==> src/rtl/term_pkg.sv <==
// +------------------------------------------------------------------+
// | term_pkg : key codes, scancodes, FSM state and cursor events     |
// | Revision : 1.0                                                   |
// +------------------------------------------------------------------+
`default_nettype none

package term_pkg;

  localparam logic [7:0] CR    = 8'h0D;
  localparam logic [7:0] BS    = 8'h08;
  localparam logic [7:0] ESC   = 8'h1B;
  localparam logic [7:0] SPACE = 8'h20;
  localparam logic [7:0] TILDE = 8'h7E;

  localparam logic [7:0] LEFT  = 8'h6B;
  localparam logic [7:0] RIGHT = 8'h74;
  localparam logic [7:0] UP    = 8'h75;
  localparam logic [7:0] DOWN  = 8'h72;

  typedef enum logic {
    IDLE  = 1'b0,
    CLEAR = 1'b1
  } state_e;

  typedef enum logic [2:0] {
    EV_NONE  = 3'd0,
    EV_PRINT = 3'd1,
    EV_CR    = 3'd2,
    EV_BS    = 3'd3,
    EV_LEFT  = 3'd4,
    EV_RIGHT = 3'd5,
    EV_UP    = 3'd6,
    EV_DOWN  = 3'd7
  } cur_ev_e;

  // A valid ASCII strobe always shadows a simultaneous scancode.
  function automatic cur_ev_e decode_ev(input logic       a_vld,
                                        input logic [7:0] a,
                                        input logic       s_vld,
                                        input logic [7:0] s);
    cur_ev_e ev;
    ev = EV_NONE;
    if (a_vld) begin
      if (a >= SPACE && a <= TILDE) ev = EV_PRINT;
      else if (a == CR)             ev = EV_CR;
      else if (a == BS)             ev = EV_BS;
    end else if (s_vld) begin
      case (s)
        LEFT:    ev = EV_LEFT;
        RIGHT:   ev = EV_RIGHT;
        UP:      ev = EV_UP;
        DOWN:    ev = EV_DOWN;
        default: ev = EV_NONE;
      endcase
    end
    return ev;
  endfunction

endpackage

`default_nettype wire

==> src/rtl/term_cursor_step.sv <==
// +------------------------------------------------------------------+
// | term_cursor_step : next cursor position and write flag per event |
// | Revision : 1.0                                                   |
// +------------------------------------------------------------------+
`default_nettype none

module term_cursor_step
  import term_pkg::*;
#(
  parameter  int COLS  = 80,
  parameter  int ROWS  = 25,
  localparam int COL_W = $clog2(COLS),
  localparam int ROW_W = $clog2(ROWS)
) (
  input  logic [COL_W-1:0] col_i,
  input  logic [ROW_W-1:0] row_i,
  input  cur_ev_e          ev_i,
  output logic [COL_W-1:0] col_o,
  output logic [ROW_W-1:0] row_o,
  output logic             wr_o
);

  logic             w_col_first;
  logic             w_col_last;
  logic             w_row_first;
  logic             w_row_last;
  logic [ROW_W-1:0] w_row_down;

  assign w_col_first = (col_i == '0);
  assign w_col_last  = (col_i == COL_W'(COLS - 1));
  assign w_row_first = (row_i == '0);
  assign w_row_last  = (row_i == ROW_W'(ROWS - 1));
  // ROWS need not be a power of two, so the wrap is explicit.
  assign w_row_down  = w_row_last ? '0 : row_i + ROW_W'(1);

  always_comb begin
    col_o = col_i;
    row_o = row_i;
    wr_o  = 1'b0;
    case (ev_i)
      EV_PRINT: begin
        wr_o = 1'b1;
        if (w_col_last) begin
          col_o = '0;
          row_o = w_row_down;
        end else begin
          col_o = col_i + COL_W'(1);
        end
      end
      EV_CR: begin
        col_o = '0;
        row_o = w_row_down;
      end
      EV_BS: begin
        if (!w_col_first) begin
          col_o = col_i - COL_W'(1);
          wr_o  = 1'b1;
        end else if (!w_row_first) begin
          col_o = COL_W'(COLS - 1);
          row_o = row_i - ROW_W'(1);
          wr_o  = 1'b1;
        end
      end
      EV_LEFT:  if (!w_col_first) col_o = col_i - COL_W'(1);
      EV_RIGHT: if (!w_col_last)  col_o = col_i + COL_W'(1);
      EV_UP:    if (!w_row_first) row_o = row_i - ROW_W'(1);
      EV_DOWN:  if (!w_row_last)  row_o = row_i + ROW_W'(1);
      default: ;
    endcase
  end

endmodule

`default_nettype wire

==> src/rtl/term_input_ctrl.sv <==
// +------------------------------------------------------------------+
// | term_input_ctrl : keyboard-to-text-buffer writer with cursor     |
// | Optional screen clear via macro TERM_INPUT_CTRL_CLEAR_EN         |
// | Revision : 1.0                                                   |
// +------------------------------------------------------------------+
`default_nettype none

module term_input_ctrl
  import term_pkg::*;
#(
  parameter  int COLS  = 80,
  parameter  int ROWS  = 25,
  localparam int COL_W = $clog2(COLS),
  localparam int ROW_W = $clog2(ROWS)
) (
  input  logic             clk,
  input  logic             rst,
  input  logic             ascii_vld,
  input  logic [7:0]       ascii,
  input  logic             scan_vld,
  input  logic [7:0]       scan,
  input  logic             clear_req,
  output logic             wr_en,
  output logic [COL_W-1:0] wr_col,
  output logic [ROW_W-1:0] wr_row,
  output logic [7:0]       wr_char,
  output logic [COL_W-1:0] cur_col,
  output logic [ROW_W-1:0] cur_row,
  output logic             busy
);

  logic             wr_en_q,   wr_en_d;
  logic [COL_W-1:0] wr_col_q,  wr_col_d;
  logic [ROW_W-1:0] wr_row_q,  wr_row_d;
  logic [7:0]       wr_char_q, wr_char_d;
  logic [COL_W-1:0] cur_col_q, cur_col_d;
  logic [ROW_W-1:0] cur_row_q, cur_row_d;

  cur_ev_e          w_ev;
  logic [COL_W-1:0] w_step_col;
  logic [ROW_W-1:0] w_step_row;
  logic             w_step_wr;
  logic             w_take_ev;

  assign w_ev = decode_ev(ascii_vld, ascii, scan_vld, scan);

  term_cursor_step #(
    .COLS (COLS),
    .ROWS (ROWS)
  ) u_step (
    .col_i (cur_col_q),
    .row_i (cur_row_q),
    .ev_i  (w_ev),
    .col_o (w_step_col),
    .row_o (w_step_row),
    .wr_o  (w_step_wr)
  );

`ifdef TERM_INPUT_CTRL_CLEAR_EN
  state_e           state_q,  state_d;
  logic             busy_q,   busy_d;
  logic [COL_W-1:0] sw_col_q, sw_col_d;
  logic [ROW_W-1:0] sw_row_q, sw_row_d;
  logic             w_clr_req;
  logic             w_accept;
  logic             w_sw_last;

  assign w_clr_req = clear_req | (ascii_vld & (ascii == ESC));
  // busy stays high through the final sweep write, so idle alone is not enough.
  assign w_accept  = (state_q == IDLE) & ~busy_q;
  assign w_take_ev = w_accept & ~w_clr_req;
  assign w_sw_last = (sw_col_q == COL_W'(COLS - 1)) & (sw_row_q == ROW_W'(ROWS - 1));
  assign busy      = busy_q;

  always_ff @(posedge clk or posedge rst) begin
    if (rst) begin
      state_q  <= IDLE;
      busy_q   <= 1'b0;
      sw_col_q <= '0;
      sw_row_q <= '0;
    end else begin
      state_q  <= state_d;
      busy_q   <= busy_d;
      sw_col_q <= sw_col_d;
      sw_row_q <= sw_row_d;
    end
  end
`else
  logic unused_clear_req;

  assign unused_clear_req = clear_req;
  assign w_take_ev        = 1'b1;
  assign busy             = 1'b0;
`endif

  always_comb begin
    wr_en_d   = 1'b0;
    wr_col_d  = wr_col_q;
    wr_row_d  = wr_row_q;
    wr_char_d = wr_char_q;
    cur_col_d = cur_col_q;
    cur_row_d = cur_row_q;

    if (w_take_ev) begin
      cur_col_d = w_step_col;
      cur_row_d = w_step_row;
      if (w_step_wr) begin
        // Printables land at the old cell; backspace blanks the new one.
        wr_en_d   = 1'b1;
        wr_col_d  = (w_ev == EV_PRINT) ? cur_col_q : w_step_col;
        wr_row_d  = (w_ev == EV_PRINT) ? cur_row_q : w_step_row;
        wr_char_d = (w_ev == EV_PRINT) ? ascii     : SPACE;
      end
    end

`ifdef TERM_INPUT_CTRL_CLEAR_EN
    state_d  = state_q;
    busy_d   = 1'b0;
    sw_col_d = sw_col_q;
    sw_row_d = sw_row_q;
    case (state_q)
      IDLE: begin
        if (w_accept && w_clr_req) begin
          state_d   = CLEAR;
          busy_d    = 1'b1;
          wr_en_d   = 1'b1;
          wr_col_d  = '0;
          wr_row_d  = '0;
          wr_char_d = SPACE;
          sw_col_d  = COL_W'(1);
          sw_row_d  = '0;
        end
      end
      CLEAR: begin
        busy_d    = 1'b1;
        wr_en_d   = 1'b1;
        wr_col_d  = sw_col_q;
        wr_row_d  = sw_row_q;
        wr_char_d = SPACE;
        if (sw_col_q == COL_W'(COLS - 1)) begin
          sw_col_d = '0;
          sw_row_d = sw_row_q + ROW_W'(1);
        end else begin
          sw_col_d = sw_col_q + COL_W'(1);
        end
        if (w_sw_last) begin
          state_d   = IDLE;
          cur_col_d = '0;
          cur_row_d = '0;
        end
      end
    endcase
`endif
  end

  always_ff @(posedge clk or posedge rst) begin
    if (rst) begin
      wr_en_q   <= 1'b0;
      wr_col_q  <= '0;
      wr_row_q  <= '0;
      wr_char_q <= '0;
      cur_col_q <= '0;
      cur_row_q <= '0;
    end else begin
      wr_en_q   <= wr_en_d;
      wr_col_q  <= wr_col_d;
      wr_row_q  <= wr_row_d;
      wr_char_q <= wr_char_d;
      cur_col_q <= cur_col_d;
      cur_row_q <= cur_row_d;
    end
  end

  assign wr_en   = wr_en_q;
  assign wr_col  = wr_col_q;
  assign wr_row  = wr_row_q;
  assign wr_char = wr_char_q;
  assign cur_col = cur_col_q;
  assign cur_row = cur_row_q;

endmodule

`default_nettype wire

==> config.mk <==
export PLATFORM = sky130hd
export DESIGN_NAME = term_input_ctrl
export DESIGN_NICKNAME = d
export VERILOG_FILES = /design/src/rtl/term_pkg.sv /design/src/rtl/term_cursor_step.sv /design/src/rtl/term_input_ctrl.sv
export SDC_FILE = /design/constraint.sdc
export NUM_CORES = 1
export LEC_CHECK = 0
export CAP_MARGIN = 10
export CORE_MARGIN = 5
export CORE_UTILIZATION = 38
export CTS_BUF_LIST = sky130_fd_sc_hd__clkbuf_8
export DETAILED_ROUTE_END_ITERATION = 12
export MAX_ROUTING_LAYER = met4
export PLACE_DENSITY = 0.67
export SLEW_MARGIN = 20
export SYNTH_ARGS = -nofsm -noshare
export SYNTH_HDL_FRONTEND = slang
export SYNTH_HIERARCHICAL = 1
export SYNTH_SLANG_ARGS = --single-unit
export TNS_END_PERCENT = 1
==> constraint.sdc <==
create_clock -name clk -period 4.6 [get_ports clk]
set_clock_uncertainty 0.1 [all_clocks]
set_input_delay 0.46 -clock clk [delete_from_list [all_inputs] [get_ports clk]]
set_output_delay 0.46 -clock clk [all_outputs]
set_load 0.02 [all_outputs]
==> results.cfg <==
[clock_network]
cts.path.max_buffers = 2
cts_tree = done
cts_root_buf = clkbuf_8
cts.sinks = 33
clkTransAtPathRegs_ns = 0.06
cts-hold-fix-buffers = 0
cts_setup_buffers = 0
clk_latency_ns = 0.28
h-tree-depth = 2
cts_resized = 0
numCtsBuffers = 5

[status]
status = completed

[sta]
setup_violations = 0
slew_viol_final = 0
fin_tns_setup_ns = 0
fin_crit_sh_pct = 80.5
period_minus_slack_ns = 3.70
hold_viol_final = 0
worst_slack_ns = 0.897
tightest_slew_ns = 0.951
maxSlewHeadroom_pct = 36.6
max_freq_mhz = 270
rsz0062_at_grt = no

[detailed_routing]
vias_per_cell = 5.84
vias = 2511
avgRoutedWirePerCell_um = 16.6
wirelength_mm = 7.15
drt_iter0_drc = 162
drt-pass1-iter-count = 4
antenna_left = 0
drcViolationCount = 0

[critical_path]
startpoint_type = input pin
cp_slowest_cell = o311ai_4
crit_chain = clkdlybuf4s50_1 -> or2_1 -> nor3_1 -> nand3_1 -> o311ai_4 -> and3b_2 -> nand3_1 -> a211oi_1 -> buf_4 -> a22oi_1 -> a31oi_1 -> mux2i_1 -> a21oi_1
critPathKind = in -> reg
rrSetupSlack_ns = 1.66
cp.arrival_ns = 3.80
critical-path-top-delay-family = compound AO/OA/AOI/OAI gates
crit_path_end_kind = flop
crit_buf_inv = 2
regToRegStartpoint = cur_col[0]
reg2reg_depth = 9
crit_path_max_fanout = 18
cp.required_ns = 4.70
r2r-end = wr_col[5]
path_common_cell = nand3_1
max_stage_delay_ns = 0.66

[global_routing]
gr-total-overflow = 0
antenna_found_initial = 0
grt_pass1_vias = 2443
grt_max_degree = 41
grtUsageTotal_pct = 17.2
grt_pass1_wl_mm = 11.9

[synth]
yosysWarnings = 6
yosys-top-cells-area = dfrtp_1 32%, mux2i_1 5.0%, ha_1 4.8%, a21oi_1 4.4%, nor2_1 3.6%
post-synth-top-area-cell = dfrtp_1
yosys.area_share.adder_pct = 4.82
synth_ff_type = dfrtp_1
synth-compound-area-share_pct = 25.8
synth_edf_count = 0
synthMuxAreaShare_pct = 5.01
yosysSeqAreaShare_pct = 31.8
async_flop_share_pct = 100
synth_nets = 336
syn_avg_cell_area_um2 = 8.52
synth_cell_types = 66
yosys.area_share.simple_pct = 23.1
synth_top_area_share_pct = 31.8
synth-seq-cells = 33
synth_cells = 305
synth_top_family_by_area = compound AO/OA/AOI/OAI gates
synth_xor_area_share_pct = 0.674
synth_area_mm2 = 0.00260

[power]
peakVddDrop_mv = 0.110
p_leak_nw = 1.33
powerDensity_mw_per_mm2 = 342

[finish]
area_delta_synth_final_pct = 25.4
final_common_cell = clkdlybuf4s50_1
final_layout_size_suffix_gt1_share_pct = 8.29
final-seq-area_um2 = 826
n_fill_cell = 660
layout_common_cells = 52 x clkdlybuf4s50_1, 33 x dfrtp_1, 25 x nor2_1
antennaDiodeCount = 0
multi_input_area_mm2 = 0.00158
num-nets-final = 380

[place]
dpl.hpwl_mm = 5.26
gp_congestion = 0.964
io_buffers = 52
dp_slack_ns = 0.369

[floorplanning]
ioPinCount = 55
start_util_pct = 38.7
design.core.area_mm2 = 0.00672
dieWidth_um = 92.7
dieArea_mm2 = 0.00859
dieHeight_um = 92.7
rows = 30

[hold_path]
worstHoldStart = wr_char[7]
min_to = wr_char[7]
holdPathStages = 1
holdCritPathClass = reg -> reg

[job]
cap_viol_max_count = 0
==> logic make-up after synthesis <==
| kind of cell | after synthesis |
|---|---|
| mux | 13 |
| xor+xnor | 2 |
| fa+ha+maj | 10 |
| buf+inv | 39 |
| flops | 33 |
| simple gates | 111 |
| compound gates | 96 |
| other cells | 1 |
==> power by group <==
part	internal, mW	switching, mW
clock	0.174	0.104
sequential	0.333	0.0568
combinational	0.193	0.255
==> stage by stage <==
step	hold slack (ns)	std cells	power, mW	area [µm²]	utilization [%]
floorplan	0.489	305	0.671	2600	-
global placement	0.383	422	0.833	3130	46.6
detailed placement	0.405	422	0.838	3130	46.6
CTS	0.424	430	1.12	3250	48.3
global route	0.436	430	1.18	3260	48.5
finish	0.412	430	1.12	3260	48.5
==> worst max-delay path by stage <==
stage / startpoint / end / slack (ns) / cells past startpoint
floorplan: scan[7] / wr_row[4] / 1.34 / 12
global placement: ascii[6] / wr_row[3] / 0.39 / 13
detailed placement: ascii[6] / wr_row[3] / 0.37 / 13
CTS: ascii[6] / wr_row[3] / 0.65 / 13
global route: ascii[6] / wr_row[3] / 0.68 / 14
finish: ascii[6] / wr_row[3] / 0.90 / 13
==> Yosys cell counts (6+ instances only) <==
cell and n:
a21oi_1 23, inv_1 17, ha_1 10, o21ai_0 12
mux2i_1 13, dfrtp_1 33, nor3_1 11, nand3_1 12
nand2_1 19, nor2_1 25, a31oi_1 7, o22ai_1 11
nor3b_1 6, clkbuf_1 9
==> registers in the layout, indices dropped and copies added (netlist names) <==
name     count
wr_row       5
wr_en        1
cur_row      5
wr_char      8
cur_col      7
wr_col       7
==> area by class of cell <==
cell class | count | area share, %
multi-input cells | 233 | 48.5
flip-flops and latches | 33 | 25.3
repair buffers | 59 | 17.6
well taps | 80 | 3.07
clock buffers | 6 | 2.53
inverters | 17 | 1.96
clock inverters | 2 | 1.04
==> per-layer routing <==
| layer | part of all wire, % | GRT usage (%) | vias up |
|---|---|---|---|
| met4 | 1.9 | 5.98 | 0 |
| met3 | 6.7 | 2.84 | 14 |
| met2 | 45 | 26.5 | 93 |
| met1 | 46 | 23.1 | 1179 |
| li1 | - | - | 1225 |
| met5 | 0 | - | - |
(Power assumes the default switching activity.)
